## config.mk

```make
export PLATFORM = sky130hd
export DESIGN_NAME = floppy_byte_stream
export DESIGN_NICKNAME = d
export VERILOG_FILES = /design/src/rtl/floppy_pkg.sv /design/src/rtl/floppy_byte_stream_crc16.sv /design/src/rtl/floppy_byte_stream.sv
export SDC_FILE = /design/constraint.sdc
export NUM_CORES = 1
export LEC_CHECK = 0
export ABC_AREA = 1
export CAP_MARGIN = 20
export CORE_MARGIN = 5
export CORE_UTILIZATION = 43
export CTS_CLUSTER_DIAMETER = 50
export DETAILED_ROUTE_END_ITERATION = 12
export PLACE_DENSITY = 0.72
export SLEW_MARGIN = 20
export SYNTH_ARGS = -nofsm -noshare
export SYNTH_HDL_FRONTEND = slang
export SYNTH_SLANG_ARGS = --single-unit
```

## constraint.sdc

```tcl
create_clock -name clk -period 4.75 [get_ports clk]
set_clock_uncertainty 0.05 [all_clocks]
set_input_delay 1.425 -clock clk [delete_from_list [all_inputs] [get_ports clk]]
set_output_delay 1.425 -clock clk [all_outputs]
set_load 0.02 [all_outputs]
```

## src/rtl/floppy_pkg.sv

```systemverilog
// Shared types and constants for the floppy byte-stream path.
// Contents: FSM state enum, CRC-CCITT constants, stream beat payload struct,
// and crc16_byte(), a byte-wide MSB-first CRC-CCITT step built from 8 serial shifts.
package floppy_pkg;

    localparam int unsigned IDX_W  = 11;
    localparam int unsigned BYTE_W = 8;
    localparam int unsigned CRC_W  = 16;

    localparam logic [CRC_W-1:0] CRC_POLY    = 16'h1021;
    localparam logic [CRC_W-1:0] CRC_INIT    = 16'hFFFF;
    // CRC state after A1 A1 A1 FE (ID address mark)
    localparam logic [CRC_W-1:0] IDAM_PRESET = 16'hB230;
    // CRC state after A1 A1 A1 FB (data address mark)
    localparam logic [CRC_W-1:0] DAM_PRESET  = 16'hE295;

    typedef enum logic [1:0] {
        IDLE = 2'd0,
        GAP  = 2'd1,
        HDR  = 2'd2,
        DATA = 2'd3
    } state_e;

    // One emitted stream byte with its qualifiers
    typedef struct packed {
        logic [BYTE_W-1:0] data;
        logic              is_hdr;
        logic [IDX_W-1:0]  idx;
    } stream_beat_t;

    // Fold one byte into the CRC, MSB first
    function automatic logic [CRC_W-1:0] crc16_byte(input logic [CRC_W-1:0] crc,
                                                    input logic [BYTE_W-1:0] data);
        logic [CRC_W-1:0] c;
        c = crc;
        for (int i = BYTE_W - 1; i >= 0; i--) begin
            if (c[CRC_W-1] ^ data[i]) begin
                c = {c[CRC_W-2:0], 1'b0} ^ CRC_POLY;
            end else begin
                c = {c[CRC_W-2:0], 1'b0};
            end
        end
        return c;
    endfunction

endpackage

```

## src/rtl/floppy_byte_stream_crc16.sv

```systemverilog
// Byte-wide CRC-CCITT register, shared between the ID field and data field.
// Ports: clk, rst_n (async active-low), preset (start from preset_val this
// cycle), preset_val, en (fold data this cycle), data, crc (current value).
// preset and en together fold the first byte on top of the preset value.
module floppy_crc16
    import floppy_pkg::*;
(
    input  logic              clk,
    input  logic              rst_n,
    input  logic              preset,
    input  logic [CRC_W-1:0]  preset_val,
    input  logic              en,
    input  logic [BYTE_W-1:0] data,
    output logic [CRC_W-1:0]  crc
);

    logic [CRC_W-1:0] base_c;

    // Starting point of this cycle's fold
    always_comb base_c = preset ? preset_val : crc;

    always_ff @(posedge clk or negedge rst_n) begin
        if (!rst_n) begin
            crc <= CRC_INIT;
        end else if (en) begin
            crc <= crc16_byte(base_c, data);
        end else if (preset) begin
            crc <= preset_val;
        end
    end

endmodule

```

## src/rtl/floppy_byte_stream.sv

```systemverilog
// Converts the virtual drive's header/data windows into a byte-serial stream.
// Header window: emits track, side, sector, size code, ID CRC, then GAP_BYTE.
// Data window: pops bytes from the sector buffer, substitutes 00 and flags
// a sticky underrun when the buffer is empty.
// Inputs : clk, rst_n, dclk_en, ready, sector_hdr, sector_data, track, sector,
//          side, size_code, buf_data, buf_valid, underrun_clr
// Outputs: buf_rd, byte_out, byte_valid, byte_is_hdr, byte_idx, underrun,
//          data_crc, data_crc_valid
// Build option: define FLOPPY_DATA_CRC_EN to compute the data-field CRC;
// otherwise data_crc/data_crc_valid are tied low.
module floppy_byte_stream
    import floppy_pkg::*;
#(
    parameter int unsigned       HDR_LEN         = 6,
    parameter logic [7:0]        GAP_BYTE        = 8'h4E,
    parameter logic [15:0]       IDAM_CRC_PRESET = IDAM_PRESET
) (
    input  logic              clk,
    input  logic              rst_n,
    input  logic              dclk_en,
    input  logic              ready,
    input  logic              sector_hdr,
    input  logic              sector_data,
    input  logic [6:0]        track,
    input  logic [4:0]        sector,
    input  logic              side,
    input  logic [1:0]        size_code,
    input  logic [7:0]        buf_data,
    input  logic              buf_valid,
    output logic              buf_rd,
    output logic [7:0]        byte_out,
    output logic              byte_valid,
    output logic              byte_is_hdr,
    output logic [IDX_W-1:0]  byte_idx,
    output logic              underrun,
    input  logic              underrun_clr,
    output logic [CRC_W-1:0]  data_crc,
    output logic              data_crc_valid
);

    state_e            state;
    logic [IDX_W-1:0]  idx;
    logic [CRC_W-1:0]  crc;
    stream_beat_t      beat;

    logic              strobe_c;
    logic              go_hdr_c, in_hdr_c, go_data_c, in_data_c;
    logic              hdr_emit_c, data_emit_c;
    logic [IDX_W-1:0]  emit_idx_c;
    logic [7:0]        hdr_byte_c, data_byte_c;
    logic              crc_preset_c, crc_en_c;
    logic [CRC_W-1:0]  crc_preset_val_c;
    logic [7:0]        crc_data_c;

    // A decision slot: byte strobe while the drive is ready
    always_comb strobe_c = dclk_en & ready;

    // Window entry/continuation; header wins when both windows are high
    always_comb begin
        go_hdr_c    = strobe_c & sector_hdr & ((state == GAP) | (state == DATA));
        in_hdr_c    = strobe_c & sector_hdr & (state == HDR);
        go_data_c   = strobe_c & ~sector_hdr & sector_data & (state == HDR);
        in_data_c   = strobe_c & ~sector_hdr & sector_data & (state == DATA);
        hdr_emit_c  = go_hdr_c | in_hdr_c;
        data_emit_c = go_data_c | in_data_c;
        emit_idx_c  = (go_hdr_c | go_data_c) ? '0 : idx;
    end

    // ID field byte for the current header position
    always_comb begin
        hdr_byte_c = GAP_BYTE;
        if (32'(emit_idx_c) < HDR_LEN) begin
            case (emit_idx_c)
                IDX_W'(0): hdr_byte_c = {1'b0, track};
                IDX_W'(1): hdr_byte_c = {7'b0, side};
                IDX_W'(2): hdr_byte_c = {3'b0, sector};
                IDX_W'(3): hdr_byte_c = {6'b0, size_code};
                IDX_W'(4): hdr_byte_c = crc[15:8];
                IDX_W'(5): hdr_byte_c = crc[7:0];
                default:   hdr_byte_c = GAP_BYTE;
            endcase
        end
        data_byte_c = buf_valid ? buf_data : 8'h00;
    end

    // CRC control: ID bytes 0..3 are folded, the CRC bytes read the frozen value
    always_comb begin
        crc_preset_c     = go_hdr_c;
        crc_preset_val_c = IDAM_CRC_PRESET;
        crc_en_c         = hdr_emit_c & (emit_idx_c < IDX_W'(4));
        crc_data_c       = hdr_byte_c;
`ifdef FLOPPY_DATA_CRC_EN
        if (go_data_c) begin
            crc_preset_c     = 1'b1;
            crc_preset_val_c = DAM_PRESET;
        end
        if (data_emit_c) begin
            crc_en_c   = 1'b1;
            crc_data_c = data_byte_c;
        end
`endif
    end

    floppy_crc16 u_crc (
        .clk        (clk),
        .rst_n      (rst_n),
        .preset     (crc_preset_c),
        .preset_val (crc_preset_val_c),
        .en         (crc_en_c),
        .data       (crc_data_c),
        .crc        (crc)
    );

    // Window-tracking FSM with registered stream outputs
    always_ff @(posedge clk or negedge rst_n) begin
        if (!rst_n) begin
            state      <= IDLE;
            idx        <= '0;
            beat       <= '0;
            byte_valid <= 1'b0;
            buf_rd     <= 1'b0;
            underrun   <= 1'b0;
        end else begin
            byte_valid  <= 1'b0;
            buf_rd      <= 1'b0;
            beat.is_hdr <= 1'b0;
            if (underrun_clr) begin
                underrun <= 1'b0;
            end

            // Losing ready drops sync at once; realignment needs a gap
            if (!ready) begin
                state <= IDLE;
            end else if (dclk_en) begin
                case (state)
                    IDLE: if (!sector_hdr && !sector_data) state <= GAP;
                    GAP:  if (sector_hdr) state <= HDR;
                    HDR:  if (!sector_hdr) state <= sector_data ? DATA : GAP;
                    DATA: begin
                        if (sector_hdr) begin
                            state <= HDR;
                        end else if (!sector_data) begin
                            state <= GAP;
                        end
                    end
                endcase
            end

            if (hdr_emit_c | data_emit_c) begin
                byte_valid <= 1'b1;
                beat       <= '{data:   hdr_emit_c ? hdr_byte_c : data_byte_c,
                                is_hdr: hdr_emit_c,
                                idx:    emit_idx_c};
                idx        <= emit_idx_c + IDX_W'(1);
                buf_rd     <= data_emit_c & buf_valid;
                // Set after the clear so a coincident underrun wins
                if (data_emit_c & ~buf_valid) begin
                    underrun <= 1'b1;
                end
            end
        end
    end

    assign byte_out    = beat.data;
    assign byte_is_hdr = beat.is_hdr;
    assign byte_idx    = beat.idx;

`ifdef FLOPPY_DATA_CRC_EN
    logic data_exit_c;

    // Data window closes on a strobe that does not continue it
    always_comb data_exit_c = strobe_c & (state == DATA) & ~(sector_data & ~sector_hdr);

    // Data CRC result, captured when the data window closes
    always_ff @(posedge clk or negedge rst_n) begin
        if (!rst_n) begin
            data_crc       <= '0;
            data_crc_valid <= 1'b0;
        end else begin
            data_crc_valid <= data_exit_c;
            if (data_exit_c) begin
                data_crc <= crc;
            end
        end
    end
`else
    assign data_crc       = '0;
    assign data_crc_valid = 1'b0;
`endif

endmodule

```

# Word level (Yosys, flattened, before mapping)
# Cells that the tools add are included.
[word_totals]
elab_cells = 102
output_inout_bits = 40
reg_bits = 52
inputBits = 31
[classes]
n_addsub = 1
n_mux = 37
n_bitwise = 34
eq_ne = 13
n_lt_le_gt_ge = 2
reduce_logical = 6
[ops]
columns = ["op", "n"]
rows = [
  ["two-way mux 16 bit", 9],
  ["two-way mux 13 bit", 8],
  ["case mux 8 bit (6 select lines)", 1],
  ["two-way mux 8 bit", 3],
  ["inverter 3 bit", 8],
  ["equality test 11 x 2 -> 1 bit, second input constant", 2],
  ["equality test 11 x 3 -> 1 bit, second input constant", 2],
  ["less-than comparator 11 x 3 -> 1 bit, second input constant", 2],
  ["two-way mux 2 bit", 8],
  ["two-way mux 12 bit", 1],
  ["adder 11 x 1 -> 11 bit, second input constant", 1],
  ["bitwise AND 1 bit", 11],
  ["equality test 11 x 1 -> 1 bit, second input constant", 1],
  ["zero test 11 bit", 1],
  ["two-way mux 11 bit", 1],
  ["inequality test 3 bit, second input constant", 3],
  ["case mux 2 bit (4 select lines)", 1],
  ["XOR 1 bit", 8],
  ["two-way mux 1 bit", 5],
  ["bitwise OR 1 bit", 5],
  ["AND reduction 5 bit", 1],
  ["equality test 2 bit, second input constant", 2],
  ["inequality test 4 bit, second input constant", 1],
  ["equality test 2 x 1 -> 1 bit, second input constant", 1],
  ["other kinds (5)", 7],
]

# Logic depth before layout (Yosys ltp)
# Gate-level depths: netlist (run 1).
[logic_depth]
ltp_word = 33
ltp_mapped = 24
mapped_depth_nobuf = 24

# Modules after synthesis
# From an unflattened synthesis (run 1), not the netlist that was laid out.
[hier_totals]
cells_unflattened = 557
area_unflattened_um2 = 3872.5
[by_module_without_submodules]
columns = ["mod", "area_each_um2", "cells_per_inst", "n_inst", "seq_area_each_um2"]
rows = [
  ["floppy_byte_stream", 2493.6, 338, 1, 900.9],
  ["floppy_crc16", 1378.8, 219, 1, 420.4],
]

# Least setup slack after synthesis (run 1)
# Ideal clock, no wire load.
[synth_timing]
path_type = "in2reg"
startpoint = "in sector_hdr"
endpoint = "reg u_crc.crc[6]"
path_buffers = 1
t_arrival_ns = 3.563
stages = 21
setup_time_ns = 0.072
required_time_ns = 4.628
path_slack_ns = 1.065
path_cell_list = "buf_2 > nor2_2 > nand3_4 > nand2_2 > nor2_1 > inv_1 > ha_1 > inv_1 > nor2_1 > nand3_1 > nor2_4 > nand3_1 > nand3_1 > nand2_1 > xor2_1 > inv_1 > nand2_1 > nand2_1 > nand2_1 > nand2_1 > o21ai_1"
[synth_between]
elab_chain_cells = 25
word_cells_on_any_way = 43
classes_between = "order compare: 2; eq/ne: 5; mux: 20; bitwise: 15; reduce/logical: 1"
[synth_lines]
columns = ["item", "line", "source"]
rows = [
  ["start, declared", "floppy_byte_stream.sv:22", "input logic sector_hdr,"],
  ["inverter 1 bit", "floppy_byte_stream.sv:62", "go_data_c = strobe_c & ~sector_hdr & sector_data & (state == HDR);"],
  ["bitwise AND 1 bit (3 in a row)", "floppy_byte_stream.sv:62", ""],
  ["bitwise OR 1 bit (*)", "floppy_byte_stream.sv:66", "emit_idx_c = (go_hdr_c | go_data_c) ? '0 : idx;"],
  ["two-way mux 11 bit (*)", "floppy_byte_stream.sv:66", ""],
  ["named net emit_idx_c[1]", "floppy_byte_stream.sv:49", "logic [IDX_W-1:0] emit_idx_c;"],
  ["branches (longest 18 deep; another with less-than comparator 11 x 3 -> 1 bit)", "--", ""],
  ["two-way mux 16 bit (*)", "floppy_byte_stream_crc16.sv:25", "end else if (en) begin"],
  ["end signal, assigned", "floppy_byte_stream_crc16.sv:26", "crc <= crc16_byte(base_c, data);"],
  ["end signal, assigned", "floppy_byte_stream_crc16.sv:28", "crc <= preset_val;"],
  ["end, declared", "floppy_byte_stream_crc16.sv:14", "output logic [CRC_W-1:0] crc"],
]
# Mark *: on every way through the listed nets, which the timed path passes. The select of a mux whose other input is x is not followed.
# A chain may end at the register's enable or synchronous reset.

# Worst setup path after layout (run 1)
[layout_timing]
startpoint = "in ready"
endpoint = "reg u_crc.crc[14]"
[layout_between]
elab_chain_cells = 20
word_cells_on_any_way = 40
classes_between = "order compare: 2; eq/ne: 5; mux: 18; bitwise: 14; reduce/logical: 1"
[layout_lines]
columns = ["item", "line", "source"]
rows = [
  ["start, declared", "floppy_byte_stream.sv:21", "input logic ready,"],
  ["bitwise AND 1 bit (*)", "floppy_byte_stream.sv:56", "always_comb strobe_c = dclk_en & ready;"],
  ["bitwise AND 1 bit (3 in a row)", "floppy_byte_stream.sv:62", ""],
  ["bitwise OR 1 bit (*)", "floppy_byte_stream.sv:66", ""],
  ["two-way mux 11 bit (*)", "floppy_byte_stream.sv:66", ""],
  ["named net emit_idx_c[1]", "floppy_byte_stream.sv:49", ""],
  ["branches (longest 13 deep; another with less-than comparator 11 x 3 -> 1 bit)", "--", ""],
  ["two-way mux 16 bit (*)", "floppy_byte_stream_crc16.sv:25", ""],
]
# Marked as above.

==> reports/qor.csv, run 1 <==
metric,value,unit
crit path kind,primary input to flop,
GP Congestion,0.941,
Yosys reg bits,52,
"Cell Count, Final, Fillers Out",623,
Post-Syn Instances,463,
Final setup viols,0,
critical-path cell list,clkdlybuf4s50_1 > nand2_2 > inv_2 > nand3_4 > nand2_2 > nor2_1 > inv_1 > ha_1 > inv_1 > nor2_1 > nand3_1 > nor2_4 > nand2_1 > nand4_2 > nand3_1 > nand2_1 > nand2_1 > nand3_1 > nand3_2 > nand2_1 > nand2_1,
max incr delay on CP,0.59,ns
initial core utilization,44.0,%
H-tree Lvls,2,
syn avg cell area,7.30,um^2
Starting DRT DRC Count,224,
critical path's top delay family,simple AND/OR/NAND/NOR gates,
top cell type's share of synthesized area,26.7,%
Worst-Skew Late Latency,0.32,ns
sequential share of the synthesized area,39.1,%
Tightest Hold Check Type,flop to flop,
Global Route Usage Sum,18.8,%
minimum clock period,4.28,ns
Vias/cell,5.23,
vias in the first global route,3156,
total wire length,8.96,mm
Final #Nets,555,
FILL cells,744,
status,"finished, final reports clean",
top post-synthesis cells by area,"dfrtp_1, nand2_1, dfstp_2, nand3_1, inv_1",
Post-Syn Area,3380,um^2
"area leader, netlist",dfrtp_1,
largest net degree at the start of global routing,34,
fin crit share,90.1,%
Max VDD drop,0.224,mV
Placed Instances,615,
PD cells,434,nW/um^2
setup_tns,0,ns
Antenna Cells,0,
Die Height,98.7,um
Hold Fails Final Rpt,0,
maxcap violations,0,
max-slew violations,0,
Die W,98.7,um
count of unique library cells instantiated by Yosys,36,
WP buf/inv,4,
clk sink count,52,
area grow syn2layout,20.8,%
RSZ-0062 raised after global routing,false,
core area,7690,um^2
max frequency,234,MHz
DR DRC count,0,
row count,32,
"Reg clk slew, reported paths",0.10,ns
register area,1320,um^2
CTS Buf Count,5,
worst-path fanout max,8,
setup bufs post-CTS,0,
TritonRoute pass-1 iters,5,
top-level port count,71,
PostCTS Resize Cnt,0,
Leak Pwr,1.89,nW
layout cells sized above 1,11.5,%
Worst path slowest cell,clkdlybuf4s50_1,
CTS tree,built,
die area,9730,um^2
total grt overflow,0,
CP most frequent cell,nand2_1,
root buf cell,clkbuf_8,
via count,3259,
Worst Setup Start Kind,primary input,
Worst EP arrival,4.49,ns
synth warn,0,
post-DP HPWL,6.80,mm
IO buf count,53,
antenna violations before repair,0,
Final ANT Viol Nets,0,
CP endpoint kind,flop,
"Hold-fix buffers, CTS",0,
area of the multi-input gates,1730,um^2
Critical Path RT,4.96,ns
routed wire length per instance,14.4,um
Max clock buf depth,2,
global-route wire length before repair,15.0,mm
-- through the flow --
step,cell area [um^2],setup WS (ns),utilization [%],hold WS [ns],power (mW)
after floorplan,3440,1.06,-,0.444,1.20
after global placement,3970,0.212,51.7,0.414,1.44
after detailed placement,3970,0.136,51.7,0.424,1.46
after CTS,4080,0.464,53.1,0.449,1.78
after global routing,4080,0.211,53.1,0.468,1.91
final,4080,0.470,53.1,0.441,1.77
-- final timing paths --
path	from	endpoint	slack, ns	depth (start not counted)
min in group asynchronous	rst_n	byte_is_hdr	0.99	1
worst max-delay path	ready	u_crc.crc[14]	0.47	21
max in group asynchronous	rst_n	u_crc.crc[0]	2.80	2
worst min register to register	byte_idx[8]	byte_idx[8]	0.44	2
worst max register to register	state[0]	u_crc.crc[14]	1.66	19
worst min-delay path	byte_idx[8]	byte_idx[8]	0.44	2
-- synthesized netlist by cell type --
library cell	number
inv_1	46
nand3b_1	4
o21a_1	3
nor2_4	3
nor2_1	34
o21ai_0	25
nor2_2	5
dfstp_2	16
nand2_2	6
o211ai_2	2
nand3_2	1
nand2_1	132
xor2_1	4
o2111ai_1	1
nor3_4	1
o21ai_1	8
inv_2	4
nor3_1	5
clkbuf_1	5
buf_4	18
nor3_2	1
nand4_1	8
o22ai_1	3
buf_6	2
dfrtp_1	36
clkinv_1	2
o221ai_1	1
buf_2	4
ha_1	4
nand3_4	2
conb_1	1
nand4_2	1
o211ai_1	13
a21oi_1	1
o2111a_1	1
nand3_1	60
-- layout by cell type, fill, tap and decap left out, types with 2 or more instances in the layout --
cell type	count
buf_4	10
clkbuf_8	5
clkdlybuf4s50_1	52
clkinv_1	2
conb_1	17
dfrtp_1	36
dfstp_2	16
ha_1	4
inv_1	46
inv_2	4
nand2_1	132
nand2_2	6
nand3_1	60
nand3_4	2
nand3b_1	4
nand4_1	8
nor2_1	34
nor2_2	5
nor2_4	3
nor3_1	5
o211ai_1	13
o211ai_2	2
o21a_1	3
o21ai_0	25
o21ai_1	8
o22ai_1	3
xor2_1	4
-- power breakdown --
| group | switching [mW] | total (mW) | leakage (nW) | internal, mW |
|---|---|---|---|---|
| Combinational | 0.476 | 0.775 | 1.23 | 0.299 |
| Clock | 0.156 | 0.316 | 0.0558 | 0.159 |
| Sequential | 0.0778 | 0.681 | 0.605 | 0.603 |
-- per-layer routing --
layer / GRT usage, % / part of all wire, %
met1: 24.5 / 44
met3: 3.89 / 5.5
met4: 6.83 / 2.8
met5: 0 / 0
met2: 31.0 / 47
-- state kept, by name, indices dropped and copies added, names as in the netlist --
signal and cells:
byte_is_hdr 1, idx 11, underrun 1, byte_out 8, u_crc.crc 16, byte_valid 1, buf_rd 1, state 2
byte_idx 11
-- final cells by class --
cell class / count / area share [%]
clock buffer: 6 / 1.78
clock inverter: 2 / 0.950
inverter: 52 / 4.78
multi-input combinational: 346 / 42.3
sequential: 52 / 32.4
tap: 102 / 3.13
timing repair buffer: 63 / 14.7
-- logic make-up after synthesis --
logic type	Yosys count	share of synthesized area (%)
DFF	52	39.1
adders and majority gates	4	1.48
AOI/OAI and AO/OA	58	10.7
and+or+nand+nor	263	35.9
other	1	0.111
xor gates and xnor gates	4	1.04
buffers and inverters	81	11.6
-- worst min-delay path: stages (launching register included) --
cell	delay (ns)
dfrtp_1	0.36
nand2_1	0.05
o21ai_0	0.06
No activity file was read; power rests on OpenSTA's default activity.
==> run 2: changes to the inputs <==
--- a/config.mk
+++ b/config.mk
@@ -8,10 +8,10 @@
 export ABC_AREA = 1
 export CAP_MARGIN = 20
 export CORE_MARGIN = 5
-export CORE_UTILIZATION = 43
+export CORE_UTILIZATION = 28
 export CTS_CLUSTER_DIAMETER = 50
 export DETAILED_ROUTE_END_ITERATION = 12
-export PLACE_DENSITY = 0.72
+export PLACE_DENSITY = 0.52
 export SLEW_MARGIN = 20
 export SYNTH_ARGS = -nofsm -noshare
 export SYNTH_HDL_FRONTEND = slang
==> run 2 against run 1 <==
Net effect:
- sequential share of layout area fell by 0.90 points
- wire length rose by 12%
- sequential cell count did not move
- power rose by 6.3%
- sequential power rose by 0.7%
- combinational power barely moved
- worst setup slack got worse by 0.058 ns
- critical path depth fell by 1
- non-clock buffer count rose by 1
- first-iteration DRC count rose by 4.5%
- register-to-register slack barely moved
==> reports/qor.csv, run 2 (synthesis results as in run 1) <==
metric,value,unit,change
status,"finished, final reports clean",,
Worst-Skew Late Latency,0.30,ns,-0.02 ns
IO buf count,53,,unchanged
Fin Hold WS,0.433,ns,-0.00847 ns
Starting DRT DRC Count,234,,+4.5%
crit path kind,primary input to flop,,
Worst Setup Start Kind,primary input,,
pre-CTS WS,0.116,ns,-0.0209 ns
CTS Buf Count,5,,unchanged
Final #Nets,556,,+0.18%
CTS tree,built,,
Global Route Usage Sum,14.0,%,-4.9 points
total wire length,10.1,mm,+12%
GP Congestion,0.843,,-10%
area grow syn2layout,24.3,%,
max_slew headroom,45.1,%,
Die W,120,um,+22%
"Hold-fix buffers, CTS",0,,unchanged
Placed Instances,661,,+7.5%
worst-path fanout max,8,,unchanged
Hold Path Cell Cnt,2,,unchanged
root buf cell,clkbuf_16,,
Largest Register,u_crc.crc,,
PostCTS Resize Cnt,0,,unchanged
Die Height,120,um,+22%
clk sink count,52,,unchanged
Tightest Hold Check Type,flop to flop,,
total grt overflow,0,,unchanged
Final setup viols,0,,unchanged
global-route wire length before repair,16.2,mm,+8.3%
routed wire length per instance,15.1,um,+4.7%
row count,40,,+25%
H-tree Lvls,2,,unchanged
Worst path slowest cell,clkdlybuf4s50_1,,
Final ANT Viol Nets,0,,unchanged
setup bufs post-CTS,0,,unchanged
DR DRC count,0,,unchanged
setup_tns,0,ns,unchanged
"Cell Count, Final, Fillers Out",669,,+7.4%
die area,14400,um^2,+48%
top-level port count,71,,unchanged
max-slew violations,0,,unchanged
Max clock buf depth,2,,unchanged
core area,11900,um^2,+55%
Reg2Reg Depth,19,,unchanged
"most common cell after layout, fill and taps aside",nand2_1,,
initial core utilization,28.4,%,-16 points
Max VDD drop,0.232,mV,+3.2%
"Reg clk slew, reported paths",0.07,ns,-0.03 ns
max incr delay on CP,0.58,ns,about the same
maxcap violations,0,,unchanged
most frequent cells in the layout,"nand2_1, nand3_1, clkdlybuf4s50_1",,
via count,3239,,-0.61%
layout cells sized above 1,11.7,%,+0.17 points
Worst-Margin Slew,0.824,ns,
fin crit share,91.3,%,+1.2 points
Worst EP arrival,4.52,ns,+0.03 ns
CP endpoint kind,flop,,
Leak Pwr,1.92,nW,+1.6%
minimum clock period,4.34,ns,+0.0582 ns
post-DP HPWL,7.63,mm,+12%
CP most frequent cell,nand2_1,,
vias in the first global route,3225,,+2.2%
PD cells,448,nW/um^2,+3.3%
Vias/cell,4.84,,-7.4%
max reg flops,16,,unchanged
TritonRoute pass-1 iters,4,,-1
Hold Fails Final Rpt,0,,unchanged
max frequency,230,MHz,-1.3%
post-route setup slack,0.412,ns,-0.0582 ns
Antenna Cells,0,,unchanged
largest net degree at the start of global routing,35,,+2.9%
Critical Path RT,4.93,ns,-0.03 ns
RSZ-0062 raised after global routing,false,,
critical-path cell list,clkdlybuf4s50_1 > nor2_2 > nand3_4 > nand2_2 > nor2_1 > inv_1 > ha_1 > inv_1 > nor2_1 > nand3_1 > nor2_4 > nand2_1 > nand4_2 > nand3_1 > nand2_1 > nand2_1 > nand3_1 > nand3_2 > nand2_1 > nand2_1,,
antenna violations before repair,0,,unchanged
## run 2: changes by cell type in the layout (fill, tap and decap cells not counted)
cell       delta
clkbuf_16     +5
inv_6         -1
clkbuf_8      -5
clkinv_2      +1
buf_4         +1
## run 2: final cells by class
type / count / area, um^2
fillers: 1282 / 7710
multi-input cells: 346 / 1730
flip-flops and latches: 52 / 1320
repair buffers: 64 / 608
inverters: 52 / 195
well taps: 147 / 184
clock buffers: 6 / 129
clock inverters: 2 / 35.0
## run 2: critical path: cells and delay by family
family / cells / cell delay (ns)
AND/OR/NAND/NOR: 16 / 2.17
adder cells (fa/ha/maj): 1 / 0.16
buffers and inverters: 3 / 0.75
## run 2: per-layer routing
| layer | GRT usage, % | share of wire [%] | vias to the layer above |
|---|---|---|---|
| met1 | 18.8 | 45 | 1529 |
| met3 | 2.69 | 6.0 | 16 |
| met5 | 0 | 0 | - |
| met4 | 4.87 | 2.3 | 0 |
| met2 | 22.5 | 47 | 100 |
| li1 | - | - | 1594 |
## run 2: worst paths after layout
kind                                  start  slack [ns]            end
min in group asynchronous             rst_n        1.18       underrun
worst min register to register  byte_idx[6]        0.43    byte_idx[6]
worst min-delay path            byte_idx[6]        0.43    byte_idx[6]
max in group asynchronous             rst_n        2.70         idx[1]
worst max register to register     state[0]        1.65  u_crc.crc[14]
worst max-delay path             sector_hdr        0.41  u_crc.crc[14]
## run 2: power by group
| part | total, mW | leakage, nW | switching (mW) | internal (mW) |
|---|---|---|---|---|
| combinational | 0.775 | 1.23 | 0.478 | 0.297 |
| clock | 0.422 | 0.0808 | 0.173 | 0.249 |
| sequential | 0.686 | 0.605 | 0.0815 | 0.604 |
## run 2: metrics by stage
step | area, um^2 | util (%) | power (mW)
3_5_place_dp | 4040 | 33.9 | 1.47
4_1_cts | 4200 | 35.3 | 1.90
5_1_grt | 4200 | 35.3 | 2.03
6_report | 4200 | 35.3 | 1.88
3_3_place_gp | 4040 | 33.9 | 1.46
2_1_floorplan | 3440 | - | 1.20
